--- config.mk ---
export PLATFORM = sky130hd
export DESIGN_NAME = ov_addsub_acc
export DESIGN_NICKNAME = d
export VERILOG_FILES = /design/src/rtl/ov_addsub_acc.sv
export SDC_FILE = /design/constraint.sdc
export NUM_CORES = 1
export LEC_CHECK = 0
export ABC_AREA = 1
export CAP_MARGIN = 20
export CORE_AREA = 2 2 76 78
export DETAILED_ROUTE_END_ITERATION = 10
export DIE_AREA = 0 0 78 80
export PLACE_DENSITY_LB_ADDON = 0.08
export SLEW_MARGIN = 20
export SYNTH_ARGS = -nofsm -noshare
export SYNTH_HDL_FRONTEND = slang
export SYNTH_SLANG_ARGS = --single-unit
--- constraint.sdc ---
create_clock -name clk -period 4.9 [get_ports clk]
set_input_delay 1.47 -clock clk [delete_from_list [all_inputs] [get_ports clk]]
set_output_delay 1.47 -clock clk [all_outputs]
set_load 0.05 [all_outputs]
--- src/rtl/ov_addsub_acc.sv ---
// ov_addsub_acc
//   Registered signed add/subtract unit with two's-complement overflow
//   detection, optional saturation, accumulate mode and sticky/counted
//   overflow status.
//
// Parameters
//   WIDTH     operand/result width (signed), 2..32
//   SATURATE  0: wrap on overflow, 1: clamp to max/min
//
// Ports
//   clk         rising-edge clock
//   rst_n       asynchronous active-low reset
//   in_valid    accept one operation this cycle (no backpressure)
//   s           0: X + b, 1: X - b
//   acc_mode    0: X = a, 1: X = y (accumulate)
//   a, b        signed operands
//   clr_sticky  synchronous clear of v_sticky and ov_count
//   out_valid   one-cycle pulse per accepted operation
//   y           registered result / accumulator
//   v           overflow flag of the result on y
//   v_sticky    set by any overflow since reset/clear
//   ov_count    overflow count since reset/clear, saturates at 255
module ov_addsub_acc #(
  parameter int unsigned WIDTH    = 8,
  parameter bit          SATURATE = 1'b0
) (
  input  logic             clk,
  input  logic             rst_n,
  input  logic             in_valid,
  input  logic             s,
  input  logic             acc_mode,
  input  logic [WIDTH-1:0] a,
  input  logic [WIDTH-1:0] b,
  input  logic             clr_sticky,
  output logic             out_valid,
  output logic [WIDTH-1:0] y,
  output logic             v,
  output logic             v_sticky,
  output logic [7:0]       ov_count
);

  localparam logic [WIDTH-1:0] MAX_POS = {1'b0, {(WIDTH-1){1'b1}}};
  localparam logic [WIDTH-1:0] MAX_NEG = {1'b1, {(WIDTH-1){1'b0}}};

  logic [WIDTH-1:0] x_op;
  logic [WIDTH:0]   x_ext;
  logic [WIDTH:0]   b_ext;
  logic [WIDTH:0]   sum;
  logic             ovf;
  logic [WIDTH-1:0] res;
  logic             ov_hit;

  // The sum is formed one bit wider than the operands so that X - b is
  // exact even for b = most negative value (no separate negation of b).
  always_comb begin
    x_op  = acc_mode ? y : a;
    x_ext = {x_op[WIDTH-1], x_op};
    b_ext = {b[WIDTH-1], b};
    sum   = s ? (x_ext - b_ext) : (x_ext + b_ext);
    // Out of range exactly when the extended sign disagrees with the
    // result sign bit; sum[WIDTH] then gives the true sign.
    ovf   = sum[WIDTH] ^ sum[WIDTH-1];
    res   = sum[WIDTH-1:0];
    if (SATURATE && ovf) begin
      res = sum[WIDTH] ? MAX_NEG : MAX_POS;
    end
    ov_hit = in_valid & ovf;
  end

  always_ff @(posedge clk or negedge rst_n) begin
    if (!rst_n) begin
      out_valid <= 1'b0;
      y         <= '0;
      v         <= 1'b0;
    end else begin
      out_valid <= in_valid;
      if (in_valid) begin
        y <= res;
        v <= ovf;
      end
    end
  end

  // A new overflow wins over a clear issued in the same cycle.
  always_ff @(posedge clk or negedge rst_n) begin
    if (!rst_n) begin
      v_sticky <= 1'b0;
      ov_count <= '0;
    end else begin
      if (ov_hit) begin
        v_sticky <= 1'b1;
      end else if (clr_sticky) begin
        v_sticky <= 1'b0;
      end

      if (clr_sticky) begin
        ov_count <= {7'd0, ov_hit};
      end else if (ov_hit && (ov_count != 8'hFF)) begin
        ov_count <= ov_count + 8'd1;
      end
    end
  end

endmodule

### Word level (Yosys, flattened, before mapping)

Index checks and enable logic that the tools add are counted.
W data, S select, Z words.

* word-level logic and storage cells: 20
* output and inout port bits: 19
* input bits: 22
* flip-flop bits (word level): 19

* reductions and logical operators: 3
* bitwise operators: 2
* muxes and demuxes: 6
* add/subtract/negate cells: 3
* eq/ne operators: 1

Operators with widths (number)
* $mux W8: 3
* $add A8 B8 Y9: 1
* $mux W9: 1
* $sub A8 B8 Y9: 1
* $add A8 B1 Y8 const B: 1
* $ne A8 B8 Y1 const B: 1
* $reduce_bool A2 Y1: 2
* $mux W1: 2
* $and A1 B1 Y1: 1
* $logic_and A1 B1 Y1: 1
* $xor A1 B1 Y1: 1

### Longest topological paths before layout

* depth in word-level cells: 8
* gate-level depth with buffers: 21
* depth with buffers taken out: 21

### Least setup slack after synthesis

OpenSTA, ideal clock, no wires.

* path type: in2reg
* start point: in b[1]
* end point: reg ov_count[5]
* data required time: 4.781 ns
* path slack: 1.252 ns
* buffers on the path: 0
* stages: 20
* library setup time: 0.119 ns
* data arrival time: 3.529 ns
* cells stage by stage: inv_1 -> ha_1 -> inv_1 -> nor2_1 -> inv_1 -> o21ai_0 -> xnor2_1 -> inv_1 -> ha_1 -> a21o_1 -> a21boi_2 -> nand2_1 -> nand2_1 -> nand2_2 -> nand3_2 -> nand2_2 -> nand3_4 -> nand2_4 -> nand2_1 -> nand2_1

* word-level cells in the longest chain between the ends: 6
* elaborated cells between the ends (all ways): 7

RTL lines
* start, declared: line 33 `input logic [WIDTH-1:0] b,`
* $add A8 B8 Y9 / $sub A8 B8 Y9 (equally long branches): line 59 `sum = s ? (x_ext - b_ext) : (x_ext + b_ext);`
* $mux W9 *: line 59
* $xor A1 B1 Y1 *: line 62 `ovf = sum[WIDTH] ^ sum[WIDTH-1];`
* $and A1 B1 Y1 *: line 67 `ov_hit = in_valid & ovf;`
* $logic_and A1 B1 Y1 *: line 98 `end else if (ov_hit && (ov_count != 8'hFF)) begin`
* $reduce_bool A2 Y1 (no line) *
* end signal, assigned: line 97 `ov_count <= {7'd0, ov_hit};`
* end signal, assigned: line 99 `ov_count <= ov_count + 8'd1;`
* end, declared: line 39 `output logic [7:0] ov_count`

Mark *: on every way between the ends. The rest lies on a longest branch, timed or not.
A chain may end at the register's enable or synchronous reset.

### Final worst setup path

* start point: in b[0]
* end point: reg ov_count[6]

The elaborated chain is that of the path after synthesis.

==> summary.md <==
| Metric | Value |
|---|---|
| Crit path required time | `5090 ps` |
| Syn nets | `250` |
| CP top delay family | `simple AND/OR/NAND/NOR gates` |
| Post-Layout Cell Count | `329` |
| Nets | `291` |
| Crit path kind | `input port to flip-flop` |
| Die W | `78 um` |
| YS warnings | `0` |
| Average wire per standard cell | `11.08 um` |
| Crit path launch type | `input port` |
| Yosys top cell by area | `dfrtp_1` |
| PortBufs | `40` |
| H-tree depth | `1` |
| 1st-pass router iterations | `4` |
| RSZ-0062 raised after global routing | `no` |
| First-pass GRT wire length | `6175 um` |
| Placed cells | `325` |
| Hold EP | `v` |
| CTS tree | `built` |
| Cell area after synthesis | `between 1500 and 2000 um2` |
| Peak supply drop | `roughly 0.17 mV` |
| Vias per inst | `around 4.6` |
| Hold depth | `2` |
| Area growth syn-to-layout | `32.67%` |
| Top cells by area, synth | `dfrtp_1, nand2_1, ha_1` |
| Synth Flop Type | `dfrtp_1` |
| Max Buffers Root-to-Sink | `2` |
| Status | `finished, final reports clean` |
| Top-count cell post-synth | `nand2_1` |
| I/O pin count | `41` |
| Path depth of the worst reg2reg path | `12` |
| Post-CTS Hold Fix Bufs | `0` |
| Pwr Total | `0.9252 mW` |
| Post-synth ARST share | `100.0%` |
| Diodes inserted | `0` |
| Worst Path Buf+Inv | `5` |
| R2R Path End | `ov_count[6]` |
| Tmin final | `between 4000 and 5000 ps` |
| Crit path cell chain | `clkdlybuf4s50_1 -> inv_1 -> ha_1 -> inv_1 -> nor2_1 -> inv_1 -> o21ai_0 -> xnor2_1 -> inv_1 -> ha_1 -> a21o_1 -> a21boi_2 -> nand3_1 -> nand2_2 -> nand3_2 -> nand2_2 -> nand3_4 -> nand2_4 -> nand2_1 -> nand2_1` |
| DP HPWL | `between 3000 and 4000 um` |
| Reg-to-reg startpoint | `y[4]` |
| Post-route cell area | `between 2000 and 2500 um2` |
| Final Hold Vio Count | `0` |
| Cell area power density | `roughly 440 nW/um2` |
| Die footprint | `6240 um2` |
| GR Overflow Total | `0` |
| Number of global-route vias before repair | `1387` |
| Pins Over Slew Limit | `0` |
| Worst slew pin tran | `881.1 ps` |
| Yosys cell types | `35` |
| HP Class | `flip-flop to flip-flop` |
| Initial antenna violation count | `0` |
| Layout cells sized above 1 | `7.782%` |
| Synth top area share | `30.21%` |
| Synth cell count leaders | `nand2_1, inv_1, nand3_1, dfrtp_1, nor2_1` |
| Seq/Total Area, Yosys | `30.21%` |
| CP dominant cell by count | `inv_1` |
| GRT Resource Usage Total | `12.27%` |
| Post-placement cell area | `2039 um2` |
| R2r setup slk | `2570 ps` |
| Hold_sp | `v` |
| Filler Cell Count | `607` |
| Root buffer cell | `clkbuf_8` |
| Crit. End Element | `flip-flop` |
| Core Box Area | `5405 um2` |
| Clock-pin slew on the worst setup and hold paths | `80 ps` |
| Rel. slew slack | `41.07%` |
| Setup TNS | `0 ps` |
| Final setup viols | `0` |
| Clock sinks | `19` |
| 1st-iter DRT viols | `38` |
| Antenna-violating nets left | `0` |
| Post-CTS Setup Bufs | `0` |
| Total wire length | `3645 um` |
| Post-CTS resize count | `0` |
| Initial Utilization | `approximately 29%` |
| Count of state elements after synthesis | `19` |
| Syn Inst Count | `217` |
| Global placer's final weighted congestion | `0.7751` |
| Final hold slack | `between 400 and 500 ps` |
| Crit path max fanout | `9` |
| CP arrival | `about 4400 ps` |
| Final Cycle Share | `85.39%` |
| Max_cap viols | `0` |
| Critical-path top delay cell | `clkdlybuf4s50_1` |
| Avg Inst Size Synth | `7.254 um2` |
| Leak pwr | `1.001 nW` |
| EDFF count, synth | `0` |
| Vias | `~1500` |
| Largest net degree at the start of global routing | `20` |
| Max Clock Skew | `9.169 ps` |
| Total CTS buffers | `3` |
| Row count | `27` |
| Drt drc | `0` |
| CP peak stage delay | `approximately 450 ps` |
| Clk_lat worst skew | `260 ps` |
| Max frequency | `239.0 MHz` |
| Die Y | `80 um` |
## how the worst max path moves through the flow
stage	slack (ps)	end	start	cells after the start
after CTS	660	ov_count[6]	b[0]	20
after detailed placement	400	ov_count[6]	b[0]	20
after global placement	440	ov_count[6]	b[0]	20
after global routing	370	ov_count[6]	b[0]	20
after floorplan	1250	ov_count[5]	b[1]	20
final	720	ov_count[6]	b[0]	20
## kinds of logic (layout without fill, tap and decap cells)
family	Yosys count	count (layout)	synth area share [%]
buffers and inverters	32	72	8.266
muxes	5	5	3.497
DFF	19	19	30.21
xor gates and xnor gates	11	11	6.121
and+or+nand+nor	111	111	32.35
AOI/OAI and AO/OA	28	28	10.33
adders and majority gates	11	11	9.221
## layer usage
layer  up-vias  global-route usage, %  wire [um]
li1        790                      -          -
met1       678                  15.28       1707
met2        26                  22.33       1777
met3         4                 0.9050        115
met4         0                  4.211         44
met5         -                      0          0
## power breakdown
part           switching [mW]  internal [mW]  leakage (nW)
logic                   0.362          0.209         0.736
clock network          0.0574         0.0574        0.0217
registers              0.0387          0.201         0.243
## through the flow
stage	setup slack [ps]	util [%]
after detailed placement	403.7	37.73
final	716.0	38.63
after global placement	437.1	37.73
after CTS	661.9	38.63
after global routing	374.7	38.63
after floorplan	1252	-
## final cells by class
type	count	area (um2)	share of cell area, %
clock buffers	3	41.29	1.977
clock inverters	1	7.507	0.3595
inverters	28	105.1	5.033
multi-input cells	166	968.4	46.38
flip-flops and latches	19	475.5	22.77
well taps	72	90.09	4.314
repair buffers	40	400.4	19.17
## tightest hold or removal path, cell delays in order, from the launching register on
cell	delay [ps]
dfrtp_1	360
nand2_1	60
nand2_1	50
## flip-flops by register name, summed over array words and instances, names as in the netlist
signal	count
out_valid	1
ov_count	8
v	1
v_sticky	1
y	8
## cells in the final DEF (no fill, tap or decap), types with 3 or more instances in the layout
master	count
nand2_1	57
clkdlybuf4s50_1	40
inv_1	26
nand3_1	23
dfrtp_1	19
nor2_1	14
o21ai_0	11
ha_1	10
a21oi_1	9
xor2_1	7
xnor2_1	4
mux2_2	4
nand2_2	4
nor3b_1	3
clkbuf_8	3
No activity file was read; power rests on OpenSTA's default activity.
